`src/rtl/irq_prio_ctrl_pkg.sv`:
```
// Shared types and cause codes for the interrupt priority front-end.
// Cause is {nmi, code}; fast channels map to code 16 + channel index.
package irq_prio_ctrl_pkg;

    localparam logic [4:0] IRQ_CODE_SW        = 5'd3;
    localparam logic [4:0] IRQ_CODE_TIMER     = 5'd7;
    localparam logic [4:0] IRQ_CODE_EXT       = 5'd11;
    localparam logic [4:0] IRQ_CODE_FAST_BASE = 5'd16;

    typedef struct packed {
        logic       nmi;
        logic [4:0] code;
    } irq_cause_t;

    typedef enum logic [1:0] {
        IDLE  = 2'd0,
        REQ   = 2'd1,
        CLEAR = 2'd2
    } irq_ctrl_fsm_e;

    function automatic irq_cause_t fast_cause(input logic [3:0] id);
        irq_cause_t c;
        c.nmi  = 1'b0;
        c.code = IRQ_CODE_FAST_BASE + {1'b0, id};
        return c;
    endfunction

endpackage

```
`src/rtl/irq_prio_arb.sv`:
```
// Picks the eligible fast channel with the highest priority value;
// on equal priority the lowest index wins.
module irq_prio_arb #(
    parameter int NUM_FAST = 15,
    parameter int PRIO_W   = 3
) (
    input  logic [NUM_FAST-1:0]        req,
    input  logic [NUM_FAST*PRIO_W-1:0] prio,
    output logic                       valid,
    output logic [3:0]                 id
);

    logic [PRIO_W-1:0] best_prio;

    // NOTE: every output of a combinational block gets a default first so no latch is inferred.
    always_comb begin
        valid     = 1'b0;
        id        = '0;
        best_prio = '0;
        // Strict '>' keeps the earlier (lower) index on a tie.
        for (int i = 0; i < NUM_FAST; i++) begin
            if (req[i] && (!valid || prio[i*PRIO_W +: PRIO_W] > best_prio)) begin
                valid     = 1'b1;
                id        = 4'(i);
                best_prio = prio[i*PRIO_W +: PRIO_W];
            end
        end
    end

endmodule

```
`src/rtl/irq_prio_ctrl.sv`:
```
// Interrupt front-end: latches and masks NMI, fast and standard sources, arbitrates them
// and presents one registered cause to the controller on a req/ack handshake.
module irq_prio_ctrl
    import irq_prio_ctrl_pkg::*;
#(
    parameter int NUM_FAST = 15,
    parameter int PRIO_W   = 3
) (
    input  logic                       clk,
    input  logic                       rst_n,
    input  logic                       irq_software_i,
    input  logic                       irq_timer_i,
    input  logic                       irq_external_i,
    input  logic [NUM_FAST-1:0]        irq_fast_i,
    input  logic                       irq_nm_ext_i,
    input  logic [2:0]                 mie_std_i,
    input  logic [NUM_FAST-1:0]        mie_fast_i,
    input  logic [NUM_FAST-1:0]        edge_mode_i,
    input  logic [NUM_FAST*PRIO_W-1:0] fast_prio_i,
    input  logic                       csr_mstatus_mie_i,
    input  logic                       debug_mode_i,
    input  logic                       debug_single_step_i,
    input  logic                       nmi_mode_i,
    input  logic                       irq_ack_i,
    output logic                       irq_req_o,
    output irq_cause_t                 irq_cause_o,
    output logic                       irq_pending_o,
    output logic                       wake_o,
    output logic [NUM_FAST-1:0]        fast_pending_o
);

    logic [NUM_FAST-1:0] fast_line_q, fast_pend_q, fast_pend_d;
    logic [NUM_FAST-1:0] prio_nz, fast_clr, fast_en, fast_elig;
    logic [2:0]          std_pend_q, std_en, std_elig;   // {ext, timer, sw}
    logic                nmi_line_q, nmi_pend_q, nmi_pend_d, nmi_elig, global_ok;
    logic                fast_valid, arb_valid;
    logic [3:0]          fast_id;
    irq_cause_t          arb_cause, cause_q, cause_d;
    irq_ctrl_fsm_e       state_q, state_d;

    always_comb begin
        prio_nz  = '0;
        fast_clr = '0;
        for (int i = 0; i < NUM_FAST; i++) begin
            prio_nz[i]  = |fast_prio_i[i*PRIO_W +: PRIO_W];
            fast_clr[i] = (state_q == CLEAR) && !cause_q.nmi && cause_q.code[4]
                          && (cause_q.code[3:0] == 4'(i));
        end
    end

    // Edge channels hold until cleared; a new edge in the clear cycle wins over the clear.
    always_comb begin
        for (int i = 0; i < NUM_FAST; i++) begin
            fast_pend_d[i] = edge_mode_i[i]
                ? ((fast_pend_q[i] & ~fast_clr[i]) | (irq_fast_i[i] & ~fast_line_q[i]))
                : irq_fast_i[i];
        end
    end

    assign nmi_pend_d = (nmi_pend_q & ~((state_q == CLEAR) & cause_q.nmi))
                      | (irq_nm_ext_i & ~nmi_line_q);

    assign global_ok = csr_mstatus_mie_i & ~debug_mode_i & ~debug_single_step_i & ~nmi_mode_i;
    assign nmi_elig  = nmi_pend_q & ~nmi_mode_i & ~debug_mode_i & ~debug_single_step_i;
    assign fast_en   = fast_pend_q & mie_fast_i & prio_nz;
    assign fast_elig = fast_en & {NUM_FAST{global_ok}};
    assign std_en    = std_pend_q & mie_std_i;
    assign std_elig  = std_en & {3{global_ok}};

    irq_prio_arb #(
        .NUM_FAST (NUM_FAST),
        .PRIO_W   (PRIO_W)
    ) u_arb (
        .req   (fast_elig),
        .prio  (fast_prio_i),
        .valid (fast_valid),
        .id    (fast_id)
    );

    always_comb begin
        arb_valid = 1'b1;
        arb_cause = '0;
        if (nmi_elig) begin
            arb_cause.nmi = 1'b1;
        end else if (fast_valid) begin
            arb_cause = fast_cause(fast_id);
        end else if (std_elig[2]) begin
            arb_cause.code = IRQ_CODE_EXT;
        end else if (std_elig[0]) begin
            arb_cause.code = IRQ_CODE_SW;
        end else if (std_elig[1]) begin
            arb_cause.code = IRQ_CODE_TIMER;
        end else begin
            arb_valid = 1'b0;
        end
    end

    always_comb begin
        state_d = state_q;
        cause_d = cause_q;
        case (state_q)
            IDLE: begin
                if (arb_valid) begin
                    state_d = REQ;
                    cause_d = arb_cause;
                end
            end
            REQ: begin
                // Only a global-enable or debug change withdraws; a dropped source line does not.
                if (irq_ack_i) begin
                    state_d = CLEAR;
                end else if (!cause_q.nmi &&
                             (!csr_mstatus_mie_i || debug_mode_i || debug_single_step_i)) begin
                    state_d = IDLE;
                end
            end
            CLEAR:   state_d = IDLE;
            default: state_d = IDLE;
        endcase
    end

    // NOTE: sequential state uses non-blocking assignments so every register samples pre-edge values.
    always_ff @(posedge clk or negedge rst_n) begin
        if (!rst_n) begin
            state_q     <= IDLE;
            cause_q     <= '0;
            fast_line_q <= '0;
            fast_pend_q <= '0;
            std_pend_q  <= '0;
            nmi_line_q  <= 1'b0;
            nmi_pend_q  <= 1'b0;
        end else begin
            state_q     <= state_d;
            cause_q     <= cause_d;
            fast_line_q <= irq_fast_i;
            fast_pend_q <= fast_pend_d;
            std_pend_q  <= {irq_external_i, irq_timer_i, irq_software_i};
            nmi_line_q  <= irq_nm_ext_i;
            nmi_pend_q  <= nmi_pend_d;
        end
    end

    assign irq_req_o      = (state_q == REQ);
    assign irq_cause_o    = cause_q;
    assign irq_pending_o  = (|fast_en) | (|std_en);
    assign wake_o         = irq_pending_o | nmi_pend_q;
    assign fast_pending_o = fast_pend_q;

endmodule

```
`config.mk`:
```
export PLATFORM = sky130hd
export DESIGN_NAME = irq_prio_ctrl
export DESIGN_NICKNAME = d
export VERILOG_FILES = /design/src/rtl/irq_prio_ctrl_pkg.sv /design/src/rtl/irq_prio_arb.sv /design/src/rtl/irq_prio_ctrl.sv
export SDC_FILE = /design/constraint.sdc
export NUM_CORES = 1
export LEC_CHECK = 0
export ABC_AREA = 0
export BUFFER_PORTS_ARGS = -buffer_cell sky130_fd_sc_hd__clkbuf_2
export CORE_AREA = 8 8 109 86
export CTS_BUF_LIST = sky130_fd_sc_hd__clkbuf_4 sky130_fd_sc_hd__clkbuf_8
export CTS_CLUSTER_SIZE = 28
export DETAILED_ROUTE_END_ITERATION = 10
export DIE_AREA = 0 0 117 94
export PLACE_DENSITY = 0.86
export SLEW_MARGIN = 20
export SYNTH_ARGS = -nofsm -noshare
export SYNTH_HDL_FRONTEND = slang
export SYNTH_HIERARCHICAL = 1
export SYNTH_SLANG_ARGS = --single-unit
```
`constraint.sdc`:
```
create_clock -name clk -period 24.9 [get_ports clk]
set_input_delay 4.98 -clock clk [delete_from_list [all_inputs] [get_ports clk]]
set_output_delay 4.98 -clock clk [all_outputs]
set_load 0.03 [all_outputs]
```
# --- Word-level counts from Yosys, hierarchy flattened ---
# Index checks and enable logic that the tools add are counted.
totals:
  register_bits: 43
  input_bits: 104
  output_inout_bits: 24
  elab_cells: 296
classes:
  n_addsub: 1
  order_cmp: 14
  n_eq_ne: 18
  muxes: 73
  bitwise_logic: 97
  n_reduce_logical: 85
ops:
  columns: ["cell", "n"]
  rows:
  - ["3-bit 2-to-1 mux", 19]
  - ["3-bit OR reduction", 16]
  - ["15-bit bitwise AND", 3]
  - ["3-bit greater-than comparator", 14]
  - ["1-bit bitwise AND", 39]
  - ["1-bit 2-to-1 mux", 37]
  - ["1-bit NOT", 35]
  - ["1-bit logical AND", 32]
  - ["4-bit == test, second input constant", 7]
  - ["4-bit 2-to-1 mux", 7]
  - ["5-bit 2-to-1 mux", 4]
  - ["1-bit OR", 18]
  - ["4-bit by 3-bit == test with 1-bit output, second input constant", 4]
  - ["1-bit logical NOT", 16]
  - ["1-bit logical OR", 16]
  - ["15-bit OR reduction", 1]
  - ["2-bit 2-to-1 mux", 5]
  - ["4-bit by 2-bit == test with 1-bit output, second input constant", 2]
  - ["3-bit bitwise AND", 2]
  - ["5-bit by 4-bit adder with 5-bit output, first input constant", 1]
  - ["4-bit by 1-bit == test with 1-bit output, second input constant", 1]
  - ["4-bit logical NOT", 1]
  - ["2-bit one-hot mux with 2 select lines", 1]
  - ["2-bit AND reduction", 2]
  - ["5 further kinds", 5]

# --- Logic depth before layout (Yosys ltp) ---
# Gate-level depths: netlist of run 1.
logic_depth:
  ltp_word: 66
  depth_mapped: 120
  mapped_depth_nobuf: 117

# --- Hierarchy ---
# The synthesis of run 1 kept the hierarchy.
by_module_without_submodules:
  columns: ["mod", "n_inst", "cells_each", "area_each_um2"]
  rows:
  - ["irq_prio_arb", 1, 297, 2057.0]
  - ["irq_prio_ctrl", 1, 172, 1905.6]

# --- Worst setup path after synthesis of run 1 ---
# No wires, ideal clock.
synth_path:
  kind: "input to register"
  startpoint: "in debug_mode_i"
  endpoint: "reg cause_q (netlist bit irq_cause_o[2])"
  t_arrival_ns: 24.451
  required_time_ns: 24.779
  slack_ns: 0.328
  stages: 104
  path_cell_list: "or4b_1 > buf_2 > nor2_1 > buf_6 > nand2_1 > ha_1 > a21oi_1 > a21oi_1 > a21o_1 > and2_1 > ha_1 > a21o_1 > o21ai_1 > a211oi_1 > a31oi_1 > inv_1 > ha_1 > a21oi_1 > [68 not listed] > o22ai_1 > ha_1 > a21o_1 > a21oi_1 > a31oi_1 > o21ai_1 > nand2_1 > o311a_1 > ha_1 > a21o_1 > a21oi_1 > a31oi_1 > o21ai_0 > and3_1 > o41ai_1 > nand2_1 > o31ai_1 > a22o_1"
synth_via:
  elab_chain_len: 65
synth_rtl:
  columns: ["element", "line_no", "source"]
  rows:
  - ["from (decl)", "irq_prio_ctrl.sv:21", "input logic debug_mode_i,"]
  - ["1-bit NOT (*)", "irq_prio_ctrl.sv:63", "assign global_ok = csr_mstatus_mie_i & ~debug_mode_i & ~debug_single_step_i & ~nmi_mode_i;"]
  - ["1-bit bitwise AND (*) (3 in a row)", "irq_prio_ctrl.sv:63", null]
  - ["15-bit bitwise AND (*)", "irq_prio_ctrl.sv:66", "assign fast_elig = fast_en & {NUM_FAST{global_ok}};"]
  - ["named net fast_elig[0]", "irq_prio_ctrl.sv:33", "logic [NUM_FAST-1:0] prio_nz, fast_clr, fast_en, fast_elig;"]
  - ["3-bit 2-to-1 mux / 1-bit 2-to-1 mux (equally long branches)", "irq_prio_arb.sv:22", "if (req[i] && (!valid || prio[i*PRIO_W +: PRIO_W] > best_prio)) begin"]
  - ["3-bit greater-than comparator / 1-bit logical NOT (equally long branches)", "irq_prio_arb.sv:22", null]
  - ["1-bit logical OR", "irq_prio_arb.sv:22", null]
  - ["1-bit logical AND", "irq_prio_arb.sv:22", null]
  - ["[49 not listed]", null, null]
  - ["3-bit greater-than comparator / 1-bit logical NOT (equally long branches)", "irq_prio_arb.sv:22", null]
  - ["1-bit logical OR", "irq_prio_arb.sv:22", null]
  - ["1-bit logical AND", "irq_prio_arb.sv:22", null]
  - ["4-bit 2-to-1 mux (*)", "irq_prio_arb.sv:22", null]
  - ["named net fast_id[2]", "irq_prio_ctrl.sv:37", "logic [3:0] fast_id;"]
  - ["5-bit by 4-bit adder with 5-bit output (*)", "irq_prio_ctrl_pkg.sv:24", "c.code = IRQ_CODE_FAST_BASE + {1'b0, id};"]
  - ["5-bit 2-to-1 mux (*)", "irq_prio_ctrl.sv:85", "end else if (fast_valid) begin"]
  - ["5-bit 2-to-1 mux (*)", "irq_prio_ctrl.sv:83", "if (nmi_elig) begin"]
  - ["to (signal assigned)", "irq_prio_ctrl.sv:134", "cause_q <= cause_d;"]
  - ["to (decl)", "irq_prio_ctrl.sv:38", "irq_cause_t arb_cause, cause_q, cause_d;"]
# The timed path passes the listed nets; every way through them passes the cells marked *.
# A chain may end at the register's enable or synchronous reset.

# --- Worst setup path after layout of run 1 ---
# Ends and elaborated chain as after synthesis.

==> results_dict.tcl, run 1 <==
set metrics [dict create \
    cts_buffers 5 \
    synth_most_common_cell "nand2_1" \
    hold_viol 0 \
    dr.pass1.iters 8 \
    yosys.area.top_type_share_pct 27.16 \
    drive_gt1_share_pct 41.43 \
    routedWlPerCell_um 20.16 \
    clk_latency_ns 0.30 \
    rrSetupSlack_ns 5.13 \
    crit_required_ns 25.09 \
    post-route-period-util_pct 98.53 \
    track_usage_pct 23.95 \
    syn_area_mm2 0.003963 \
    vdd_drop_max_uv 35.32 \
    diodes 0 \
    yosys_warnings 6 \
    setup_tns_ns 0 \
    finalWeightedCongestion 0.9378 \
    ios 128 \
    synth_edf_count 0 \
    placed_area_mm2 0.004901 \
    cp-start-kind "primary input" \
    slowest_stage "or4b_4" \
    rows 28 \
    cts.reportedPaths.clkPinSlew_ns 0.09 \
    synth.distinct_cells 76 \
    start_util_pct 51.88 \
    min_path_cells 1 \
    worst_ep_arrival_time_ns 24.72 \
    synthArstFlopShare_pct 100.0 \
    tightestPinTransition_ns 1.018 \
    relSlewSlack_pct 31.19 \
    port_buffers 127 \
    powerDensity_mw_per_mm2 47.81 \
    htreeDepth 2 \
    rr_worst_depth 103 \
    dr_total_vias 4771 \
    setup_viol 0 \
    die_area_mm2 0.01100 \
    maxCapViolCount 0 \
    hp-start "nmi_line_q" \
    syn2layout_area_growth_pct 40.29 \
    whs_endpoint "nmi_pend_q" \
    status "finished clean" \
    syn-num-nets 608 \
    ys.flop_type "dfrtp_1" \
    fin_nets 780 \
    drt_first_iter_violations 456 \
    root_buffer "clkbuf_8" \
    cts.sinks 43 \
    crit_top_cell "ha_1" \
    cts_tree "yes" \
    vias_per_cell 6.387 \
    die_h_um 94 \
    r2r_end "irq_cause_o[2]" \
    clock_skew_ns 0.005420 \
    ant_nets 0 \
    pre_cts_ws_ns -0.2135 \
    fmax_ghz 0.04076 \
    fin_cells 747 \
    setup_ws_ns 0.3667 \
    avgSynthCellArea_um2 8.449 \
    antenna_found_initial 0 \
    power.leakage_nw 2.573 \
    critPathKind "in -> reg" \
    core_mm2 0.007637 \
    wl_mm 15.06 \
    power_w 0.0002658 \
    path_max_fanout 8 \
    grt_pass1_vias 4546 \
    dpl.hpwl_mm 11.12 \
    placedCellCount 722 \
    maxSlewViolCount 0 \
    final_area_mm2 0.005559 \
    ys_top_cells_by_count "nand2_1 (65), dfrtp_1 (43), ha_1 (35), a21oi_1 (34), inv_1 (34)" \
    cpPeakStageDelay_ns 0.55 \
    yosys.area.top_type "dfrtp_1" \
    reg2reg_from "fast_pending_o[0]" \
    drc 0 \
    grt_max_degree 44 \
    ctsHoldBuffers 0 \
    overflow 0 \
    grt_pass1_wl_mm 21.16 \
    synth.yosys.seq_area_share_pct 27.16 \
    synth_seq_cells 43 \
    endpoint_kind "register" \
    synth_area_leaders "dfrtp_1 (27%), ha_1 (11%), nand2_1 (6.2%), a21oi_1 (4.3%), a32o_1 (4.0%)" \
    syn_inst 469 \
    die_w_um 117 \
    min_period_ns 24.53 \
    clockBufferDepth 2 \
    hold_class "reg -> reg" \
]
==> registers in the layout (all words and copies together) (netlist names) <==
name,cells
nmi_line_q,1
fast_line_q,15
irq_cause_o,6
nmi_pend_q,1
std_pend_q,3
fast_pending_o,15
state_q,2
==> report_power, final <==
part | leakage (nW) | total (W) | internal (W) | switching, W
combinational | 2.00 | 0.000105 | 0.0000428 | 0.0000619
clock | 0.0703 | 0.0000685 | 0.0000408 | 0.0000278
sequential | 0.505 | 0.0000925 | 0.0000792 | 0.0000133
==> logic make-up after synthesis <==
kind of cell | synth area share [%]
fa+ha+maj | 11.05
simple gates | 24.19
mux | 1.863
compound gates | 31.54
flops | 27.15
buf+inv | 4.199
==> how the worst max path moves through the flow <==
stage,startpoint,end,slack (ns)
after detailed placement,debug_mode_i,irq_cause_o[3],-0.21
after global placement,debug_mode_i,irq_cause_o[2],0.51
after CTS,debug_mode_i,irq_cause_o[2],0.09
after floorplan,debug_mode_i,irq_cause_o[2],0.33
final,debug_mode_i,irq_cause_o[2],0.37
after global routing,debug_mode_i,irq_cause_o[2],-0.50
==> placed cells by master (no fill, tap or decap), types with 4 or more instances in the layout <==
master / n
nor3_1: 8
o21ai_1: 4
nor2_1: 25
o21ai_0: 7
a22o_1: 6
nand3b_1: 10
a21oi_1: 23
a31oi_1: 4
ha_4: 4
ha_1: 30
nor2b_1: 8
a21o_1: 10
a211oi_4: 4
dfrtp_1: 43
and3_1: 5
nand2_1: 63
a31oi_2: 4
buf_4: 44
nor3b_1: 4
o311ai_1: 13
a21oi_2: 10
clkbuf_2: 126
o211ai_1: 4
clkbuf_8: 5
nand4_1: 6
o21ai_4: 4
a32o_1: 15
inv_1: 33
o21ai_2: 7
nand3_1: 9
and2_1: 7
==> metrics by stage <==
step | hold slack, ns | utilization (%)
after global placement | 0.3936 | 64.17
final | 0.4493 | 72.79
after detailed placement | 0.4295 | 64.17
after global routing | 0.4339 | 72.79
after CTS | 0.4365 | 66.12
after floorplan | 0.3919 | -
==> critical path, delay by kind of cell <==
kind	cells	cell delay (ns)
mux	4	1.17
buf+inv	6	0.77
simple gates	22	3.80
compound gates	58	9.86
fa+ha+maj	14	4.12
==> layer usage <==
metal	part of all wire, %	track usage [%]	wire (um)	vias to the layer above
met4	3.5	7.439	522	0
met1	41	30.25	6113	2243
met3	9.5	4.945	1425	70
li1	-	-	-	2136
met5	0	0	0	-
met2	46	40.05	6994	322
==> timing repair <==
item | CTS | global route
gates cloned | 0 | 1
endpoints found under the hold margin | 0 | 0
resized for setup | 2 | 79
pin swaps | 0 | 25
setup endpoints to repair | 1 | 4
buffers inserted | 0 | 16
==> final cells by class <==
type	count	area (um2)
multi-input cells	386	3112
fillers	553	2078
flip-flops and latches	43	1076
repair buffers	171	972.2
well taps	105	131.4
inverters	34	127.6
clock inverters	3	71.32
clock buffers	5	68.82
No activity file was read; power rests on OpenSTA's default activity.
==> run 2: changes to the inputs <==
--- a/config.mk
+++ b/config.mk
@@ -7,14 +7,13 @@
 export LEC_CHECK = 0
 export ABC_AREA = 0
 export BUFFER_PORTS_ARGS = -buffer_cell sky130_fd_sc_hd__clkbuf_2
-export CORE_AREA = 8 8 109 86
+export CORE_AREA = 8 8 115 90
 export CTS_BUF_LIST = sky130_fd_sc_hd__clkbuf_4 sky130_fd_sc_hd__clkbuf_8
 export CTS_CLUSTER_SIZE = 28
 export DETAILED_ROUTE_END_ITERATION = 10
-export DIE_AREA = 0 0 117 94
-export PLACE_DENSITY = 0.86
+export DIE_AREA = 0 0 123 98
+export PLACE_DENSITY = 0.82
 export SLEW_MARGIN = 20
 export SYNTH_ARGS = -nofsm -noshare
 export SYNTH_HDL_FRONTEND = slang
-export SYNTH_HIERARCHICAL = 1
 export SYNTH_SLANG_ARGS = --single-unit
==> constraint.sdc (replaced) <==
create_clock -name clk -period 20.7 [get_ports clk]
set_input_delay 4.14 -clock clk [delete_from_list [all_inputs] [get_ports clk]]
set_output_delay 4.14 -clock clk [all_outputs]
set_load 0.03 [all_outputs]
==> run 2 against run 1 <==
The run now ends with negative setup slack left. Die area is 9.6% higher. Flip-flop and latch count stayed put. Sequential power is 17% higher. Global-route usage is 1.4 points higher. Highest routed layer unchanged.
==> results_dict.tcl, run 2 <==
set metrics [dict create \
    synth_most_common_cell "nand2_1" \
    setup_ws_ns -2.449 \
    syn_area_mm2 0.003985 \
    synth_seq_cells 43 \
    intPower_w 0.0001879 \
    port_buffers 127 \
    drc 0 \
    drt_first_iter_violations 392 \
    synth_edf_count 0 \
    dr.pass1.iters 5 \
    cts_tree "yes" \
    critPathKind "in -> reg" \
    grt_pass1_wl_mm 24.83 \
    rsz0062_at_grt "yes" \
    setup_viol 4 \
    dpl.hpwl_mm 12.16 \
    ys_top_cells_by_count "nand2_1 (67), dfrtp_1 (43), ha_1 (35), nor2_1 (35), inv_1 (34)" \
    post-route-period-util_pct 111.8 \
    drive_gt1_share_pct 52.23 \
    p_sw_share_pct 38.97 \
    cp-start-kind "primary input" \
    rows 30 \
    powerDensity_mw_per_mm2 48.24 \
    clockBufferDepth 2 \
    path_max_fanout 6 \
    rrSetupSlack_ns 1.30 \
    clk_latency_ns 0.30 \
    status "complete, but fails checks" \
    ant_nets 0 \
    grt_pass1_vias 5268 \
    yosys_warnings 0 \
    crit_required_ns 20.89 \
    syn-num-nets 618 \
    cts_buffers 5 \
    hp-start "nmi_line_q" \
    num-fill-cells 605 \
    vias_per_cell 5.993 \
    crit_top_cell "buf_4" \
    cpPeakStageDelay_ns 0.58 \
    vdd_drop_max_uv 62.60 \
    syn_inst 479 \
    htreeDepth 2 \
    die_h_um 98 \
    root_buffer "clkbuf_8" \
    reg2reg_from "fast_pending_o[0]" \
    min_period_ns 23.15 \
    hold_viol 0 \
    placed_area_mm2 0.005455 \
    cts.reportedPaths.clkPinSlew_ns 0.09 \
    p_seq_share_pct 35.1 \
    r2r_end "irq_cause_o[2]" \
    grt_max_degree 44 \
    p_clk_share_pct 22.3 \
    finalWeightedCongestion 0.9062 \
    die_area_mm2 0.01205 \
    clock_skew_ns 0.005436 \
    worst_ep_arrival_time_ns 23.34 \
    yosys.area.top_type_share_pct 27.00 \
    avgSynthCellArea_um2 8.320 \
    whs_ns 0.4236 \
    fin_nets 877 \
    wl_mm 16.53 \
    whs_endpoint "nmi_pend_q" \
    fmax_ghz 0.04320 \
    relSlewSlack_pct 33.91 \
    ys.flop_type "dfrtp_1" \
    diodes 0 \
    routedWlPerCell_um 19.43 \
    maxSlewViolCount 0 \
    die_w_um 123 \
    final_area_mm2 0.006384 \
    syn2layout_area_growth_pct 60.19 \
    power.leakage_nw 2.997 \
    antenna_found_initial 0 \
    ctsHoldBuffers 0 \
    overflow 0 \
    synth.yosys.seq_area_share_pct 27.00 \
    synth.distinct_cells 73 \
    combPwrFrac_pct 42.6 \
    track_usage_pct 25.36 \
    start_util_pct 45.76 \
    slowest_stage "or4_4" \
    switchingPower_w 0.0001200 \
    synth_area_leaders "dfrtp_1 (27%), ha_1 (11%), nand2_1 (6.3%), a32o_1 (3.8%), a21oi_1 (3.4%)" \
    tightestPinTransition_ns 0.9914 \
    ios 128 \
    maxCapViolCount 0 \
    core_mm2 0.008708 \
    final_cell_mix "clkbuf_2 (125), buf_4 (125), nand2_1 (62), dfrtp_1 (43), inv_1 (33)" \
    dr_total_vias 5100 \
    min_path_cells 1 \
    endpoint_kind "register" \
    cts.sinks 43 \
    yosys.area.top_type "dfrtp_1" \
    synthArstFlopShare_pct 100.0 \
    hold_class "reg -> reg" \
    rr_worst_depth 110 \
    violations "negative setup slack" \
]
## run 2: changes by cell type in the layout (fill, tap and decap cells not counted), moves of 7 or more
cell / change
a21oi_1: -8
buf_4: +81
ha_1: -7
nand3_1: +7
o21ai_1: +8
o21ai_2: +9
o311ai_0: +10
o311ai_1: -10
## run 2: layer usage
layer / vias up / global-route usage, % / wire length [um]
li1: 2359 / - / -
met1: 2454 / 31.67 / 6829
met2: 247 / 41.89 / 7815
met3: 40 / 6.228 / 1470
met4: 0 / 7.849 / 419
met5: - / 0 / 0
## run 2: repair_timing
| action | in CTS | in global routing |
|---|---|---|
| pin swaps | 45 | 67 |
| resized for setup | 48 | 47 |
| setup buffers | 29 | 17 |
| endpoints found under the setup margin | 4 | 4 |
## run 2: through the flow
| stage | util, % | setup TNS, ns | setup WS [ns] | std cells | power [W] |
|---|---|---|---|---|---|
| 2_1_floorplan | - | -5.060 | -1.385 | 479 | 0.0001687 |
| 3_3_place_gp | 62.64 | -6.526 | -1.758 | 797 | 0.0002125 |
| 3_5_place_dp | 62.64 | -10.24 | -2.781 | 797 | 0.0002170 |
| 4_1_cts | 69.21 | -6.508 | -1.700 | 834 | 0.0002960 |
| 5_1_grt | 73.30 | -12.10 | -3.088 | 851 | 0.0003239 |
| 6_report | 73.30 | -9.416 | -2.449 | 851 | 0.0003079 |
## run 2: kinds of logic (layout without fill, tap and decap cells)
logic type | Yosys count | after routing | synth area share [%]
mux | 7 | 7 | 1.947
fa+ha+maj | 37 | 37 | 11.52
flops | 43 | 43 | 27.00
compound gates | 177 | 177 | 33.81
simple gates | 175 | 175 | 21.57
buf+inv | 40 | 300 | 4.144
## run 2: worst max-delay path: cells and delay by family
family | cells | cell delay (ns)
muxes | 2 | 0.63
adders and majority gates | 14 | 3.87
AOI/OAI and AO/OA | 54 | 8.84
and+or+nand+nor | 25 | 3.91
buffers and inverters | 15 | 1.90
## run 2: area by class of cell
type | count | area (um2) | share of cell area, %
multi-input combinational | 396 | 3276 | 51.31
sequential | 43 | 1076 | 16.86
clock buffer | 5 | 68.82 | 1.078
clock inverter | 3 | 47.55 | 0.7448
tap | 112 | 140.1 | 2.195
timing repair buffer | 258 | 1648 | 25.81
inverter | 34 | 127.6 | 1.999
## run 2: how the worst max path moves through the flow
stage                                    from  slack, ns  cells after the start        endpoint
after global routing      debug_single_step_i      -3.09                    109  irq_cause_o[2]
after global placement           debug_mode_i      -1.76                    102  irq_cause_o[1]
after CTS                          nmi_mode_i      -1.70                    111  irq_cause_o[2]
after detailed placement         debug_mode_i      -2.78                    104  irq_cause_o[1]
final                     debug_single_step_i      -2.45                    110  irq_cause_o[2]
after floorplan                  debug_mode_i      -1.38                    107  irq_cause_o[1]
## run 2: power groups by stage
| stage | clock network (W) | logic [W] | registers (W) |
|---|---|---|---|
| after floorplan | 0 | 0.0000526 | 0.000116 |
| after global placement | 0 | 0.000104 | 0.000109 |
| after detailed placement | 0 | 0.000108 | 0.000109 |
| after CTS | 0.0000700 | 0.000119 | 0.000107 |
| after global routing | 0.0000730 | 0.000141 | 0.000110 |
| final | 0.0000686 | 0.000131 | 0.000108 |
